$ cat src/rtl/lcd_reader.sv
// lcd_reader: 4-bit HD44780 read engine (RW=1), reassembles one byte per request.
// Define LCD_BUSY_POLL_EN to repeat status reads while BF=1, up to MAX_POLLS.
module lcd_reader #(
  parameter int T_SETUP   = 2,
  parameter int T_EH      = 12,
  parameter int T_HOLD    = 2,
  parameter int T_GAP     = 50,
  parameter int MAX_POLLS = 8
) (
  input  logic       clk,
  input  logic       rst_n,
  input  logic       start,
  input  logic       rs_sel,
  output logic       busy,
  output logic       done,
  output logic [7:0] rdata,
  output logic       timeout,
  output logic       lcd_e,
  output logic       lcd_rs,
  output logic       lcd_rw,
  input  logic [3:0] lcd_d,
  output logic       drv_en
);

  localparam int MAX_A   = (T_SETUP > T_EH) ? T_SETUP : T_EH;
  localparam int MAX_B   = (T_HOLD > T_GAP) ? T_HOLD : T_GAP;
  localparam int MAX_C   = (MAX_A > MAX_B) ? MAX_A : MAX_B;
  localparam int CNT_MAX = (MAX_C > MAX_POLLS) ? MAX_C : MAX_POLLS;
  localparam int CW      = (CNT_MAX > 1) ? $clog2(CNT_MAX) : 1;

  typedef enum logic [3:0] {
    IDLE, SETUP_H, EH_H, HOLD_H, GAP, SETUP_L, EH_L, HOLD_L, DONE
  } state_t;

  state_t        state_q, state_d;
  logic [CW-1:0] cnt_q, cnt_d;
  logic [7:0]    rdata_q, rdata_d;
  logic          lcd_e_q, lcd_e_d;
  logic          lcd_rs_q, lcd_rs_d;
  logic          lcd_rw_q, lcd_rw_d;
  logic          drv_en_q, drv_en_d;
  logic          busy_q, busy_d;
  logic          done_q, done_d;
  logic          last;

`ifdef LCD_BUSY_POLL_EN
  logic [CW-1:0] poll_q, poll_d;
  logic          repoll_q, repoll_d;
  logic          timeout_q, timeout_d;
`endif

  // Each timed state starts at its parameter minus one and exits on zero.
  function automatic logic [CW-1:0] load_for(input state_t s);
    case (s)
      SETUP_H, SETUP_L: return CW'(T_SETUP - 1);
      EH_H, EH_L:       return CW'(T_EH - 1);
      HOLD_H, HOLD_L:   return CW'(T_HOLD - 1);
      GAP:              return CW'(T_GAP - 1);
      default:          return '0;
    endcase
  endfunction

  assign last = (cnt_q == '0);

  always_comb begin
    state_d  = state_q;
    cnt_d    = cnt_q;
    rdata_d  = rdata_q;
    lcd_rs_d = lcd_rs_q;
`ifdef LCD_BUSY_POLL_EN
    poll_d    = poll_q;
    repoll_d  = repoll_q;
    timeout_d = 1'b0;
`endif

    case (state_q)
      IDLE: begin
        if (start) begin
          state_d  = SETUP_H;
          lcd_rs_d = rs_sel;
`ifdef LCD_BUSY_POLL_EN
          poll_d   = '0;
          repoll_d = 1'b0;
`endif
        end
      end
      SETUP_H: if (last) state_d = EH_H;
      EH_H: begin
        if (last) begin
          state_d      = HOLD_H;
          rdata_d[7:4] = lcd_d;
        end
      end
      HOLD_H: if (last) state_d = GAP;
      GAP: begin
        if (last) begin
`ifdef LCD_BUSY_POLL_EN
          state_d  = repoll_q ? SETUP_H : SETUP_L;
          repoll_d = 1'b0;
`else
          state_d  = SETUP_L;
`endif
        end
      end
      SETUP_L: if (last) state_d = EH_L;
      EH_L: begin
        if (last) begin
          state_d      = HOLD_L;
          rdata_d[3:0] = lcd_d;
        end
      end
      HOLD_L: begin
        if (last) begin
`ifdef LCD_BUSY_POLL_EN
          // poll_q counts reads finished before the one ending now
          if (!lcd_rs_q && rdata_q[7] && (poll_q < CW'(MAX_POLLS - 1))) begin
            state_d  = GAP;
            repoll_d = 1'b1;
            poll_d   = poll_q + 1'b1;
          end else begin
            state_d   = DONE;
            timeout_d = !lcd_rs_q && rdata_q[7];
          end
`else
          state_d = DONE;
`endif
        end
      end
      DONE:    state_d = IDLE;
      default: state_d = IDLE;
    endcase

    if (state_d != state_q) cnt_d = load_for(state_d);
    else if (!last)         cnt_d = cnt_q - 1'b1;

    // Outputs are registered images of the next state.
    lcd_e_d  = (state_d == EH_H) || (state_d == EH_L);
    lcd_rw_d = (state_d != IDLE) && (state_d != DONE);
    drv_en_d = (state_d == IDLE);
    busy_d   = (state_d != IDLE);
    done_d   = (state_d == DONE);
  end

  always_ff @(posedge clk) begin
    if (!rst_n) begin
      state_q  <= IDLE;
      cnt_q    <= '0;
      rdata_q  <= 8'h00;
      lcd_e_q  <= 1'b0;
      lcd_rs_q <= 1'b0;
      lcd_rw_q <= 1'b0;
      drv_en_q <= 1'b1;
      busy_q   <= 1'b0;
      done_q   <= 1'b0;
`ifdef LCD_BUSY_POLL_EN
      poll_q    <= '0;
      repoll_q  <= 1'b0;
      timeout_q <= 1'b0;
`endif
    end else begin
      state_q  <= state_d;
      cnt_q    <= cnt_d;
      rdata_q  <= rdata_d;
      lcd_e_q  <= lcd_e_d;
      lcd_rs_q <= lcd_rs_d;
      lcd_rw_q <= lcd_rw_d;
      drv_en_q <= drv_en_d;
      busy_q   <= busy_d;
      done_q   <= done_d;
`ifdef LCD_BUSY_POLL_EN
      poll_q    <= poll_d;
      repoll_q  <= repoll_d;
      timeout_q <= timeout_d;
`endif
    end
  end

  assign busy   = busy_q;
  assign done   = done_q;
  assign rdata  = rdata_q;
  assign lcd_e  = lcd_e_q;
  assign lcd_rs = lcd_rs_q;
  assign lcd_rw = lcd_rw_q;
  assign drv_en = drv_en_q;
`ifdef LCD_BUSY_POLL_EN
  assign timeout = timeout_q;
`else
  assign timeout = 1'b0;
`endif

endmodule

$ cat config.mk
export PLATFORM = sky130hd
export DESIGN_NAME = lcd_reader
export DESIGN_NICKNAME = d
export VERILOG_FILES = /design/src/rtl/lcd_reader.sv
export SDC_FILE = /design/constraint.sdc
export NUM_CORES = 1
export LEC_CHECK = 0
export CORE_UTILIZATION = 50
export DETAILED_ROUTE_END_ITERATION = 6
export PLACE_DENSITY = 0.86
export RECOVER_POWER = 50
export SLEW_MARGIN = 30
export SYNTH_ARGS = -nofsm -noshare
export SYNTH_HDL_FRONTEND = slang
export SYNTH_SLANG_ARGS = --single-unit
$ cat constraint.sdc
create_clock -name clk -period 4.62 [get_ports clk]
set_input_delay 0.924 -clock clk [delete_from_list [all_inputs] [get_ports clk]]
set_output_delay 0.924 -clock clk [all_outputs]
set_load 0.01 [all_outputs]
# After elaboration in Yosys (flattened, before gate mapping)
# Index checks and enable logic that the tools add are counted.
[totals]
ff_bits = 24
output_inout_bits = 15
[op_classes]
add_sub_neg = 1
eq_ne = 18
mux = 12
reduce_logical = 11
[ops]
columns = ["cell", "count"]
rows = [
  ["$eq 4x3->1 const B", 8],
  ["$mux 4", 8],
  ["$pmux 4 s8", 1],
  ["$pmux 6 s3", 1],
  ["$eq 4x2->1 const B", 4],
  ["$mux 6", 2],
  ["$eq 4x1->1 const B", 2],
  ["$logic_not 4->1", 2],
  ["$logic_not 6->1", 1],
  ["$reduce_and 2->1", 3],
  ["$sub 6x1->6 const B", 1],
  ["$eq 4x4->1 const B", 1],
  ["$ne 4x4->1", 1],
  ["$ne 4x4->1 const B", 1],
  ["$reduce_bool 4->1", 1],
  ["$reduce_or 4->1", 1],
  ["$ne 2x1->1 const B", 1],
  ["$reduce_or 2->1", 1],
  ["$logic_and 1x1->1", 1],
  ["$logic_or 1x1->1", 1],
]

# Logic depth before layout (Yosys ltp)
[logic_depth]
ltp_word = 7
mapped_depth = 7

# Worst setup path before layout
# Ideal clock, no wire load.
[synth_path]
path_type = "flip-flop to flip-flop"
startpoint = "register cnt_q[0]"
endpoint = "register state_q[0]"
setup_time_ns = 0.115
t_arrival_ns = 1.556
t_required_ns = 4.505
slack_ns = 2.948
path_stages_with_launch = 8
path_buffers = 1
period_less_slack_ns = 1.672
cell_sequence = "dfxtp_1 > inv_1 > ha_1 > nor3b_4 > and2_1 > buf_6 > o32a_1 > and3_1"
[synth_via]
elab_chain_len = 3
elab_cells_between_ends = 9
cone_classes = "mux: 8; reduce/logical: 1"
[synth_rtl]
columns = ["item", "line_no", "source"]
rows = [
  ["from (decl)", "36", "logic [CW-1:0] cnt_q, cnt_d;"],
  ["from (signal assigned)", "162", "cnt_q <= cnt_d;"],
  ["$logic_not 6->1 *", "63", "assign last = (cnt_q == '0);"],
  ["$mux 4, or another cell as far along", "113", "if (last) begin"],
  ["$pmux 4 s8 *", "76", "case (state_q)"],
  ["to (signal assigned)", "161", "state_q <= state_d;"],
  ["to (decl)", "35", "state_t state_q, state_d;"],
]
# Mark *: on every way between the ends. The rest lies on a longest branch, timed or not.
# A chain may end at the register's enable or synchronous reset.

# Worst setup path in the final report
[layout_path]
startpoint = "register cnt_q[0]"
endpoint = "register rdata_q[7], in the netlist rdata[7]"
[layout_via]
elab_chain_len = 2
[layout_rtl]
columns = ["item", "line_no", "source"]
rows = [
  ["$logic_not 6->1", "63", ""],
  ["$reduce_and 2->1 (no source line)", "--", ""],
  ["to (signal assigned)", "163", "rdata_q <= rdata_d;"],
  ["to (decl)", "37", "logic [7:0] rdata_q, rdata_d;"],
]
# No other way between the ends.

==> metrics <==
setup violators final 0; Synth Register Bits 24; 1st-iter DRT viols 30; post-DP HPWL roughly 1600 µm; VDD IR max 0.3439 mV; Worst Tran Pin Value 840.0 ps; cts repair resizes 0; first-pass GRT wire length between 3000 and 4000 µm; Placed Instance Area ~1300 µm²; clk sink count 24; GRT Util Overall 0.1992; RSZ-0062 raised after global routing false; Leak ~0.56 nW; Core Region between 2000 and 2500 µm²; RR Startpoint cnt_q[0]; Yosys top cell area share 0.4324; top post-synthesis cells by area dfxtp_1, mux2i_1, nand2_1; wire length per cell 13.22 µm; pwr dens between 500 and 600 nW/µm²; Yosys top cell by area dfxtp_1; Max-Cap Viols 0; Finished Cell Area ~1300 µm²; post-synthesis cell type count 39; via count approximately 900; hold path cells 2; Synthesis Warnings 0; sequential power share 0.390; RR Endpoint rdata[7]; Setup crit start kind register; post-synthesis cell area between 1000 and 1500 µm²; Mapped Cells approximately 120; Crit Path Max Fanout 7; nets between 100 and 150; count leader, synth dfxtp_1; Worst-path clk slew 130 ps; status complete, no violations; Hold Path Class reg2reg; flop2flop setup slack ~2200 ps; final setup skew ~2.8 ps; H-tree levels 1; Final GP Congestion around 0.86; largest net degree at the start of global routing 17; n_diodes 0; Routed WL approximately 2200 µm; Synth top cells by count dfxtp_1, nand2_1, mux2i_1; vias in the first global route between 800 and 900; Critical Path End Type register; placed cell count 160; clk root buf clkbuf_4; IO Count 23; CTS Buf Count 3; Synth Flop Type dfxtp_1; # hold bufs at CTS 0; worst r2r path cells 6; Rows 16; WS Path Type reg2reg; clk buf depth 2; switching pwr 0.0002908 W; Mapped Nets 128; 1st-pass router iterations 4; max_slew headroom 0.4388; vias per inst roughly 5.5; Port Buf Inserts 21; worst path required time 4830 ps; power share of the clock group 0.198; Post-Layout Cell Count between 150 and 200; setup_tns 0 ps; Mean Syn Cell Area around 9.3 µm²; logic gate share of total power 0.412; Post-synth EDFFs 0; Final Hold Viols 0; # DRC 0; sequential fraction of the synthesis area 0.4324; Die Y 49.14 µm; Die Wd ~49 µm; min-delay src rdata[4]; Layout area overhead 19.14%; gr ovfl total 0; DIE AREA between 2000 and 2500 µm²; fraction of registers with async set or reset after synthesis 0; Starting Density 0.5495; hold-critical path endpoint rdata[4]; fmax 409.6 MHz; Routed Antenna Nets 0; share of post-route cells with drive strength above 1 0.05109; postcts setup bufs 0; P_int around 0.00048 W; antenna violations before repair 0; Design Power 0.0007691 W; CP arrival between 2000 and 3000 ps; fin crit share 0.5284; worst-skew pair later-pin latency around 310 ps; TritonCTS clock tree yes; sw frac 0.3782; max-slew violation count 0; min Tclk post-route roughly 2400 ps
-- stage by stage --
step | hold slack [ps] | utilization | setup slack (ps)
2_1_floorplan | 482.4 | - | 2948
3_3_place_gp | 448.2 | 0.6491 | 2276
3_5_place_dp | 453.2 | 0.6491 | 2220
4_1_cts | 476.9 | 0.6751 | 2464
5_1_grt | 502.0 | 0.6547 | 1984
6_report | 477.5 | 0.6547 | 2179
-- layout by cell type (no fill, tap or decap) --
cell / count
and2_0: 1
nand2_1: 18
xor2_1: 3
or3_1: 2
or4_1: 1
a21oi_1: 4
o31ai_1: 2
and3_1: 1
o32a_1: 1
dlygate4sd3_1: 2
o211ai_1: 1
clkdlybuf4s50_1: 19
o21a_1: 2
o21ai_0: 2
nand4_1: 3
nor2_1: 8
nor3_1: 3
mux2i_1: 9
nand2b_1: 1
clkbuf_4: 3
o311ai_1: 1
nor2_2: 1
nor4b_1: 1
nor2b_1: 5
or2_1: 1
bufinv_16: 1
nand3_1: 3
conb_1: 1
o211a_1: 1
ha_1: 1
nor4_1: 1
nand4b_1: 1
a311oi_1: 1
a211oi_2: 2
inv_1: 4
nor3b_1: 1
dfxtp_1: 24
xnor2_1: 1
-- area by class of cell --
cell class,instances,area [µm²]
Clock buffer,3,22.52
Clock inverter,1,30.03
Fill cell,158,698.2
Inverter,4,15.01
Multi-Input combinational cell,84,531.8
Sequential cell,24,480.5
Tap cell,27,33.78
Timing Repair Buffer,21,210.2
-- how the worst max path moves through the flow --
| stage | depth (start not counted) | from | slack [ps] | to |
|---|---|---|---|---|
| final | 6 | cnt_q[0] | 2180 | rdata[7] |
| after global routing | 6 | cnt_q[1] | 1980 | rdata[5] |
| after CTS | 1 | rdata[0] | 2460 | rdata[0] |
| after detailed placement | 4 | rst_n | 2220 | lcd_rw |
| after global placement | 4 | rst_n | 2280 | lcd_rw |
| after floorplan | 7 | cnt_q[0] | 2950 | state_q[0] |
-- layer usage --
metal	track usage	up-vias	wire length (µm)
met4	0.05882	0	3
met1	0.2407	421	981
met3	0.03738	2	105
li1	-	448	-
met5	0	-	0
met2	0.3539	35	1079
-- critical path, stage by stage (launching register included) --
cell and delay [ps]:
dfxtp_1 360, inv_1 60, ha_1 170, nor3b_1 700
and2_0 470, nand4b_1 360, mux2i_1 200
-- logic make-up (layout without fill, tap and decap cells) --
| kind of cell | Yosys count | after routing | share of synthesized area |
|---|---|---|---|
| AO/OA/AOI/OAI | 17 | 17 | 0.1171 |
| XOR/XNOR | 4 | 4 | 0.03154 |
| adder cells (fa/ha/maj) | 1 | 1 | 0.01126 |
| buffers and inverters | 11 | 29 | 0.05180 |
| flip-flops | 24 | 24 | 0.4324 |
| multiplexers | 9 | 9 | 0.08108 |
| other | 1 | 1 | 0.003375 |
| AND/OR/NAND/NOR | 52 | 52 | 0.2714 |
-- power by group through the flow --
| stage | Clock [W] | Sequential, W | Combinational [W] |
|---|---|---|---|
| floorplan | 0 | 0.000288 | 0.000293 |
| global placement | 0 | 0.000308 | 0.000327 |
| detailed placement | 0 | 0.000310 | 0.000337 |
| CTS | 0.000152 | 0.000306 | 0.000340 |
| global route | 0.000162 | 0.000306 | 0.000353 |
| finish | 0.000152 | 0.000300 | 0.000317 |
-- sequential cells by signal (all words and copies together), names as in the netlist --
| name | cells |
|---|---|
| lcd_rs | 1 |
| rdata | 8 |
| state_q | 4 |
| lcd_e | 1 |
| busy | 1 |
| lcd_rw | 1 |
| drv_en | 1 |
| done | 1 |
| cnt_q | 6 |
No activity file was read; power rests on OpenSTA's default activity.
